===== config.mk =====
export PLATFORM = sky130hd
export DESIGN_NAME = set_assoc_lru
export DESIGN_NICKNAME = d
export VERILOG_FILES = /design/src/rtl/lru_pkg.sv /design/src/rtl/lru_victim_select.sv /design/src/rtl/set_assoc_lru.sv
export SDC_FILE = /design/constraint.sdc
export NUM_CORES = 1
export LEC_CHECK = 0
export CAP_MARGIN = 20
export CORE_ASPECT_RATIO = 0.7
export CORE_MARGIN = 3
export CORE_UTILIZATION = 47
export CTS_BUF_LIST = sky130_fd_sc_hd__clkbuf_16
export DETAILED_ROUTE_END_ITERATION = 8
export PLACE_DENSITY_LB_ADDON = 0.2
export SKIP_CTS_REPAIR_TIMING = 1
export SYNTH_ARGS = -nofsm -noshare
export SYNTH_HDL_FRONTEND = slang
export SYNTH_SLANG_ARGS = --single-unit

===== constraint.sdc =====
create_clock -name clk -period 2.3 [get_ports clk]
set_input_delay 0.345 -clock clk [delete_from_list [all_inputs] [get_ports clk]]
set_output_delay 0.345 -clock clk [all_outputs]
set_load 0.05 [all_outputs]

===== src/rtl/lru_pkg.sv =====
// Shared types and helpers for the set-associative true-LRU replacement unit.
package lru_pkg;

    localparam int unsigned MAX_WAYS = 8;
    localparam int unsigned MAX_MAT_W = MAX_WAYS * MAX_WAYS;

    typedef enum logic [1:0] {
        OP_NONE  = 2'd0,
        OP_TOUCH = 2'd1,
        OP_FILL  = 2'd2,
        OP_INVAL = 2'd3
    } lru_op_e;

    typedef enum logic {
        S_IDLE  = 1'b0,
        S_FLUSH = 1'b1
    } lru_state_e;

    // Flat row-major age matrix (bit i*ways+j) where way i is newer than way j iff i>j.
    function automatic logic [MAX_MAT_W-1:0] lru_reset_matrix(input int unsigned ways);
        logic [MAX_MAT_W-1:0] m;
        m = '0;
        for (int unsigned i = 0; i < ways; i++) begin
            for (int unsigned j = 0; j < ways; j++) begin
                if (i > j) m[i*ways+j] = 1'b1;
            end
        end
        return m;
    endfunction

endpackage


===== src/rtl/lru_victim_select.sv =====
// Picks a victim for one set: lowest-index invalid way first, else the way whose row is all 0s.
module lru_victim_select #(
    parameter  int unsigned ASSOCIATIVITY = 4,
    localparam int unsigned WAY_W         = $clog2(ASSOCIATIVITY),
    localparam int unsigned MAT_W         = ASSOCIATIVITY * ASSOCIATIVITY
) (
    input  logic [MAT_W-1:0]         mat,
    input  logic [ASSOCIATIVITY-1:0] vld,
    output logic [WAY_W-1:0]         way_c,
    output logic                     free_c
);

    logic row_any;

    always_comb begin
        way_c   = '0;
        free_c  = 1'b0;
        row_any = 1'b0;
        for (int unsigned i = 0; i < ASSOCIATIVITY; i++) begin
            if (!vld[i] && !free_c) begin
                free_c = 1'b1;
                way_c  = WAY_W'(i);
            end
        end
        // Diagonal bits are never set, so OR-ing the whole row is safe.
        if (!free_c) begin
            for (int unsigned i = 0; i < ASSOCIATIVITY; i++) begin
                row_any = 1'b0;
                for (int unsigned j = 0; j < ASSOCIATIVITY; j++) begin
                    row_any = row_any | mat[i*ASSOCIATIVITY+j];
                end
                if (!row_any) way_c = WAY_W'(i);
            end
        end
    end

endmodule


===== src/rtl/set_assoc_lru.sv =====
// Per-set true-LRU age matrices and valid vectors with registered victim queries and a flush sweep.
module set_assoc_lru
    import lru_pkg::*;
#(
    parameter  int unsigned ASSOCIATIVITY = 4,
    parameter  int unsigned NUM_SETS      = 16,
    localparam int unsigned WAY_W         = $clog2(ASSOCIATIVITY),
    localparam int unsigned SET_W         = $clog2(NUM_SETS)
) (
    input  logic             clk,
    input  logic             rst_n,
    input  logic             upd_valid,
    input  lru_op_e          upd_op,
    input  logic [SET_W-1:0] upd_set,
    input  logic [WAY_W-1:0] upd_way,
    input  logic             qry_valid,
    input  logic [SET_W-1:0] qry_set,
    input  logic             flush_req,
    output logic             victim_valid,
    output logic [WAY_W-1:0] victim_way,
    output logic             victim_free,
    output logic             busy
);

    localparam int unsigned MAT_W = ASSOCIATIVITY * ASSOCIATIVITY;
    localparam logic [MAT_W-1:0] RESET_MAT = MAT_W'(lru_reset_matrix(ASSOCIATIVITY));
    localparam logic [SET_W-1:0] LAST_SET  = SET_W'(NUM_SETS - 1);

    logic [MAT_W-1:0]         mat_q [NUM_SETS];
    logic [ASSOCIATIVITY-1:0] vld_q [NUM_SETS];
    lru_state_e               state_q;
    logic [SET_W-1:0]         flush_cnt_q;

    logic [MAT_W-1:0]         upd_mat_c;
    logic [ASSOCIATIVITY-1:0] upd_vld_c;
    logic                     upd_en_c;
    logic [WAY_W-1:0]         sel_way_c;
    logic                     sel_free_c;

    // Next matrix/valid for the set under update: touch/fill make the way MRU, inval makes it LRU.
    always_comb begin
        upd_mat_c = mat_q[upd_set];
        upd_vld_c = vld_q[upd_set];
        upd_en_c  = upd_valid && (upd_op != OP_NONE);
        for (int unsigned i = 0; i < ASSOCIATIVITY; i++) begin
            for (int unsigned j = 0; j < ASSOCIATIVITY; j++) begin
                if (i != j) begin
                    if (32'(upd_way) == i)      upd_mat_c[i*ASSOCIATIVITY+j] = (upd_op != OP_INVAL);
                    else if (32'(upd_way) == j) upd_mat_c[i*ASSOCIATIVITY+j] = (upd_op == OP_INVAL);
                end
            end
        end
        if (upd_op == OP_FILL)       upd_vld_c[upd_way] = 1'b1;
        else if (upd_op == OP_INVAL) upd_vld_c[upd_way] = 1'b0;
    end

    lru_victim_select #(
        .ASSOCIATIVITY (ASSOCIATIVITY)
    ) u_victim_select (
        .mat    (mat_q[qry_set]),
        .vld    (vld_q[qry_set]),
        .way_c  (sel_way_c),
        .free_c (sel_free_c)
    );

    always_ff @(posedge clk or negedge rst_n) begin
        if (!rst_n) begin
            for (int unsigned s = 0; s < NUM_SETS; s++) begin
                mat_q[s] <= RESET_MAT;
                vld_q[s] <= '0;
            end
            state_q      <= S_IDLE;
            flush_cnt_q  <= '0;
            victim_valid <= 1'b0;
            victim_way   <= '0;
            victim_free  <= 1'b0;
            busy         <= 1'b0;
        end else begin
            case (state_q)
                S_IDLE: begin
                    // Query reads pre-update state; both are accepted in the flush_req cycle too.
                    victim_valid <= qry_valid;
                    if (qry_valid) begin
                        victim_way  <= sel_way_c;
                        victim_free <= sel_free_c;
                    end
                    if (upd_en_c) begin
                        mat_q[upd_set] <= upd_mat_c;
                        vld_q[upd_set] <= upd_vld_c;
                    end
                    if (flush_req) begin
                        state_q     <= S_FLUSH;
                        flush_cnt_q <= '0;
                        busy        <= 1'b1;
                    end
                end
                S_FLUSH: begin
                    victim_valid       <= 1'b0;
                    mat_q[flush_cnt_q] <= RESET_MAT;
                    vld_q[flush_cnt_q] <= '0;
                    flush_cnt_q        <= flush_cnt_q + SET_W'(1);
                    if (flush_cnt_q == LAST_SET) begin
                        state_q <= S_IDLE;
                        busy    <= 1'b0;
                    end
                end
                default: state_q <= S_IDLE;
            endcase
        end
    end

endmodule


Yosys cells after proc, flatten, opt, wreduce, memory -nomap -nowiden
Index checks and enable logic that the tools add are counted.
Operators by class
  add/sub/neg operators: 1
  multipliers: 0
  divide/modulo/power cells: 0
  order comparisons: 7
  equal/unequal tests: 10
  shifts and indexed selects: 0
  muxes and demuxes: 75
  bitwise logic cells: 24
  reduce and logical (&&, ||, !) cells: 16
Operators with widths (count)
  256-bit case mux with 2 select lines: 1
  256-bit bitwise mux: 1
  256-bit 2-to-1 mux: 1
  160-bit bitwise AND: 1
  160-bit inverter: 1
  16-bit binary-select mux with 4-bit select: 2
  16-bit demux with 4-bit select: 2
  64-bit case mux with 2 select lines: 1
  16-bit 2-to-1 mux: 6
  96-bit bitwise OR: 1
  64-bit bitwise AND: 1
  64-bit bitwise mux: 1
  64-bit 2-to-1 mux: 1
  64-bit inverter: 1
  4-bit 2-to-1 mux: 9
  1-bit 2-to-1 mux: 34
  4-bit binary-select mux with 4-bit select: 2
  4-bit demux with 4-bit select: 2
  5-bit >= comparator, second input constant: 3
  4-bit inverter with 5-bit output: 3
  2-bit 2-to-1 mux: 7
  1-bit bitwise OR: 12
  5-bit by 1-bit less-than comparator with 1-bit output, second input constant: 2
  2-bit == test, second input constant: 4
  other kinds (19): 34
Storage, ports and cells
  flip-flop bits (word level): 330
  latch bits: 0
  RAM bits: 0
  memory bits (read-only): 0
  bits of input ports: 17
  output and inout bits: 5
  logic and storage cells: 171
  memories kept: 0

Logic depth before layout (Yosys ltp)
  depth in word-level cells: 18
  gate-level depth with buffers: 10
  mapped depth without buffers: 6

Modules after synthesis
From an unflattened synthesis, not the netlist that was laid out.
Second synthesis, totals
  cell total of the unflattened synthesis: 1422
  area, all modules: 18096.1 µm²
Modules (own cells, without submodules)
  set_assoc_lru: instances 1, cells an instance 1412, area an instance 18027.3 µm², sequential area each 8378.0 µm²
  lru_victim_select: instances 1, cells an instance 10, area an instance 68.8 µm², sequential area each 0.0 µm²

Worst setup path after synthesis
OpenSTA, ideal clock, no wires.
  path type: input port to flip-flop
  from: input upd_set[0]
  to: register mat_q[92] (netlist name)
  library setup time: 0.093 ns
  data arrival time: 2.205 ns
  required time: 2.207 ns
  slack: 0.003 ns
  stages: 7
  cell sequence: buf_6 buf_2 mux4_2 mux4_2 o2bb2ai_2 buf_4 a21oi_1
Between the ends
  longest elaborated chain between the ends: 9
  elaborated cells between the ends (all ways): 14
Ends and longest elaborated chain
  start: declaration: line set_assoc_lru.sv:14  | input logic [SET_W-1:0] upd_set,
  4-bit inverter with 5-bit output (implied by the code) *: line set_assoc_lru.sv:42, set_assoc_lru.sv:88
  16-bit binary-select mux with 4-bit select: line set_assoc_lru.sv:42  | upd_mat_c = mat_q[upd_set];
  16-bit 2-to-1 mux (implied by the code) (2 in series): line set_assoc_lru.sv:42
  1-bit 2-to-1 mux: line set_assoc_lru.sv:49  | else if (32'(upd_way) == j) upd_mat_c[i*ASSOCIATIVITY+j] = (upd_op == OP_INVAL);
  1-bit 2-to-1 mux: line set_assoc_lru.sv:48  | if (32'(upd_way) == i) upd_mat_c[i*ASSOCIATIVITY+j] = (upd_op != OP_INVAL);
  256-bit bitwise mux *: line set_assoc_lru.sv:88  | mat_q[upd_set] <= upd_mat_c;
  256-bit 2-to-1 mux *: line set_assoc_lru.sv:87  | if (upd_en_c) begin
  256-bit case mux with 2 select lines *: line set_assoc_lru.sv:79  | case (state_q)
  end signal: indexed assignment: line set_assoc_lru.sv:88
  end: declaration: line set_assoc_lru.sv:29  | logic [MAT_W-1:0] mat_q [NUM_SETS];
Every way passes the cells marked *; elsewhere a longest branch is shown, timed or not. The select of a mux whose other input is x is not followed.
A chain may end at the register's enable or synchronous reset.

Worst setup path in the final report
  from: register mat_q[206] (netlist name)
  to: register victim_way[1]
Between the ends
  longest elaborated chain between the ends: 7
Ends and longest elaborated chain
  16-bit binary-select mux with 4-bit select: line set_assoc_lru.sv:60  | .mat (mat_q[qry_set]),
  16-bit 2-to-1 mux (implied by the code) (2 in series): line set_assoc_lru.sv:60
  1-bit bitwise OR (2 in series): line lru_victim_select.sv:30  | row_any = row_any | mat[i*ASSOCIATIVITY+j];
  2-bit 2-to-1 mux: line lru_victim_select.sv:32  | if (!row_any) way_c = WAY_W'(i);
  2-bit 2-to-1 mux: line lru_victim_select.sv:26  | if (!free_c) begin
  end signal: assignment: line set_assoc_lru.sv:84  | victim_way <= sel_way_c;
  end: declaration: line set_assoc_lru.sv:20  | output logic [WAY_W-1:0] victim_way,
No other way between the ends. The select of a mux whose other input is x is not followed.

==> summary.txt <==
Worst setup path
  • Slack of the worst reg-to-reg path: 0.04 ns
  • Number of buffers and inverters on the critical path: 2
  • Crit path launch: mat_q[206]$_DFFE_PN1P_
  • Maximum cell stage delay along the critical path: 0.61 ns
  • Slowest cell on the critical path: or4_1
  • Critical path capture point type: register
  • Endpoint arrival time on the critical path: 2.71 ns
  • Delay-heaviest family, CP: simple AND/OR/NAND/NOR gates
  • Most Frequent Cell on Critical Path: buf_4
  • Depth of the worst register-to-register path: 8
  • Crit Path Class: register to register
  • Type of element launching the critical path: register
  • Worst path cell trace: or4_1 > nor2_1 > a2111oi_0 > nor4bb_1 > buf_4 > a211oi_2 > buf_4 > o31ai_1
  • WP data required: 2.75 ns
  • Worst r2r dst: victim_way[1]$_DFFE_PN0P_
  • Maximum fanout along the worst path: 3
  • R2R Path Start: mat_q[206]$_DFFE_PN1P_

Timing
  • Unrepaired setup endpoints after global routing: false
  • Fmax: 0.443 GHz
  • Transition at the pin with the smallest max-transition slack: 1.00 ns
  • Min Clock Period, post-route: 2.26 ns
  • Worst slew margin: 0.332
  • Final cycle utilization of the critical path: 0.980
  • Hold Fails Final Rpt: 0
  • Max Slew Vio Count: 0
  • Fin Clk Skew: 0.0128 ns
  • Setup-failing EPs final: 0

Synthesis
  • Post-synth top area share: 0.312
  • Dominant synthesized flop cell: dfrtp_1
  • Avg Synthesized Cell Area: 11.8 um^2
  • Sequential share of the synthesized area: 0.497
  • Most area-consuming cells after synthesis: dfrtp_1 (31%), dfstp_2 (18%), mux4_2 (17%), a22o_1 (5.8%), nand2_1 (3.3%)
  • Fraction of synthesis flops using an asynchronous set or reset pin: 1.00
  • Number of synthesized register bits: 266
  • Post-synth top area cell: dfrtp_1
  • Cell variety after synth: 59
  • Syn Inst Count: 1159
  • Mapped cell area: 13600 um^2
  • Warning count from the yosys run: 0
  • Number of nets in the synthesized netlist: 1180
  • Number of flops mapped to enable cells by yosys: 0

Floorplan
  • Floorplan row count: 51
  • Boundary pin count: 22
  • Area of the placeable core: 28200 um^2
  • Die Footprint: 31100 um^2
  • Initial cell density of the core: 0.484
  • Die Height: 149 um
  • Die Width: 210 um

Clock network
  • Depth of the CTS H-tree: 1
  • Worst skew pair latency: 0.56 ns
  • Buffer levels on the longest clock path: 3
  • Buffer cell driving the clock tree root: clkbuf_16
  • Clock tree from TritonCTS: yes
  • TritonCTS sink count: 266
  • Clock-pin slew on the worst setup and hold paths: 0.06 ns
  • Clock buffers created by TritonCTS: 27

Layout
  • Layout cell share with drive strength beyond 1: 0.346
  • Antenna Diode Count: 0
  • Area growth, synth to finish: 20.0%
  • Filler cell count: 2335
  • Summed area of non-filler cells in the final layout: 16400 um^2
  • Final Net Count: 1286
  • Util after Layout: 0.580

Global routing
  • Number of global-route vias before repair: 10300
  • Global Route Usage Sum: 0.280
  • Wire length of the first global-routing pass: 65700 um
  • Total grt overflow: 0
  • Largest net degree at the start of global routing: 56
  • Number of antenna violations at the first check in global routing: 0

Outcome
  • Run status: completed

Min path
  • Hold Crit Class: input port to async pin

Power and ir drop
  • Leak pwr: 6.93 nW
  • Maximum vdd drop: 0.633 mV
  • Total power: 17.1 mW
  • Total power density per cell area: 1040 nW/um^2

Placement
  • Cell area after placement: 15400 um^2
  • Global placer's final weighted congestion: 1.02
  • Count of port buffers added during placement: 21
  • Final HPWL from detailed placement: 32600 um

Detailed routing
  • DR DRC count: 0
  • Detailed Routing Iterations Pass 1: 6
  • Iter 0 DRT Violations: 1162
  • Detailed-route vias per instance: 6.41
  • Total routed wirelength: 43100 um
  • DR vias: 10600
  • Final routed wire length divided by cell count: 26.0 um
  • Antenna Violating Nets Remaining: 0

Job
  • Number of max-capacitance violations reported: 0
[per-layer routing]
layer	up-vias	wire, um	track usage
li1	4575	-	-
met3	68	5860	0.110
met5	-	0	0
met1	5410	19200	0.435
met4	0	1010	0.0572
met2	556	17000	0.371
[stage by stage]
stage | setup TNS [ns] | setup slack (ns) | hold WS (ns) | std cells
floorplan | 0 | 0.00255 | 0.0494 | 1159
global placement | -58.55 | -0.504 | 0.312 | 1605
detailed placement | -64.87 | -0.466 | 0.313 | 1606
CTS | -0.293 | -0.200 | -0.269 | 1655
global route | 0 | 0.0161 | 0.361 | 1656
finish | 0 | 0.0450 | 0.331 | 1656
[worst max-delay path by stage]
| stage | depth (start not counted) | slack, ns | endpoint |
|---|---|---|---|
| 3_3_place_gp | 9 | -0.50 | victim_way[1]$_DFFE_PN0P_ |
| 5_1_grt | 8 | 0.02 | victim_way[1]$_DFFE_PN0P_ |
| 3_5_place_dp | 9 | -0.47 | victim_way[1]$_DFFE_PN0P_ |
| 6_report | 8 | 0.04 | victim_way[1]$_DFFE_PN0P_ |
| 4_1_cts | 8 | -0.20 | victim_way[1]$_DFFE_PN0P_ |
| 2_1_floorplan | 7 | 0.003 | mat_q[92]$_DFFE_PN1P_ |
[registers in the layout (all words and copies together), names as in the netlist]
register and flops:
busy 1, mat_q 192, victim_way 2, state_q 1, victim_free 1, flush_cnt_q 4, victim_valid 1, vld_q 64
[layout by cell type (no fill, tap or decap), types with 6 or more instances in the layout]
cell and instances:
dfrtp_1 169, buf_4 148, nand2_1 121, mux4_2 102, dfstp_2 96, a22o_1 91, a21oi_1 89, nor2_1 59
o21ai_0 54, nor4_1 43, nor3_1 37, and2_1 30, clkbuf_16 27, buf_12 25, nand3_1 20, a2bb2oi_1 18
clkdlybuf4s50_1 17, a21o_1 11, mux2i_1 10, nand2b_1 9, inv_1 7, a22oi_1 7, clkinv_1 6
[final cells by class]
type	count	area [um^2]	share of cell area
Tap cell	371	464	0.0284
Multi-Input combinational cell	768	6370	0.389
Clock buffer	27	676	0.0413
Clock inverter	22	228	0.0139
Sequential cell	266	6780	0.414
Inverter	7	26.3	0.00161
Timing Repair Buffer	195	1830	0.112
[power by group]
group / switching [mW] / internal (mW) / leakage (nW) / total [mW]
Sequential: 1.09 / 6.39 / 3.35 / 7.48
Combinational: 2.75 / 2.31 / 3.14 / 5.06
Clock: 1.94 / 2.60 / 0.439 / 4.54
Total: 5.78 / 11.3 / 6.93 / 17.1
[cell usage after synthesis, drive strengths merged, types with 2 or more instances]
master and count:
nor4 46, a2bb2oi 18, a22o 91, nand2 121
mux2i 12, mux4 104, o2111ai 2, and2 30
a21o 12, dfstp 96, buf 38, a21oi 91
dfrtp 170, o21ai 62, or3 3, a22oi 7
nor2b 4, nand3 20, or4 2, nor3 41
a211oi 2, clkbuf 80, ha 4, and3 3
a31oi 2, o31ai 3, or2 2, nand2b 9
o41ai 2, nor2 59, inv 5, xnor2 4
clkinv 2
[cells by family (layout without fill, tap and decap cells)]
| kind of cell | Yosys count | count (layout) | synth area share |
|---|---|---|---|
| compound gates | 298 | 298 | 0.150 |
| fa+ha+maj | 4 | 4 | 0.00367 |
| buf+inv | 125 | 251 | 0.0432 |
| xor+xnor | 5 | 5 | 0.00321 |
| mux | 117 | 117 | 0.183 |
| simple gates | 344 | 344 | 0.120 |
| flops | 266 | 266 | 0.497 |
(Power assumes the default switching activity.)
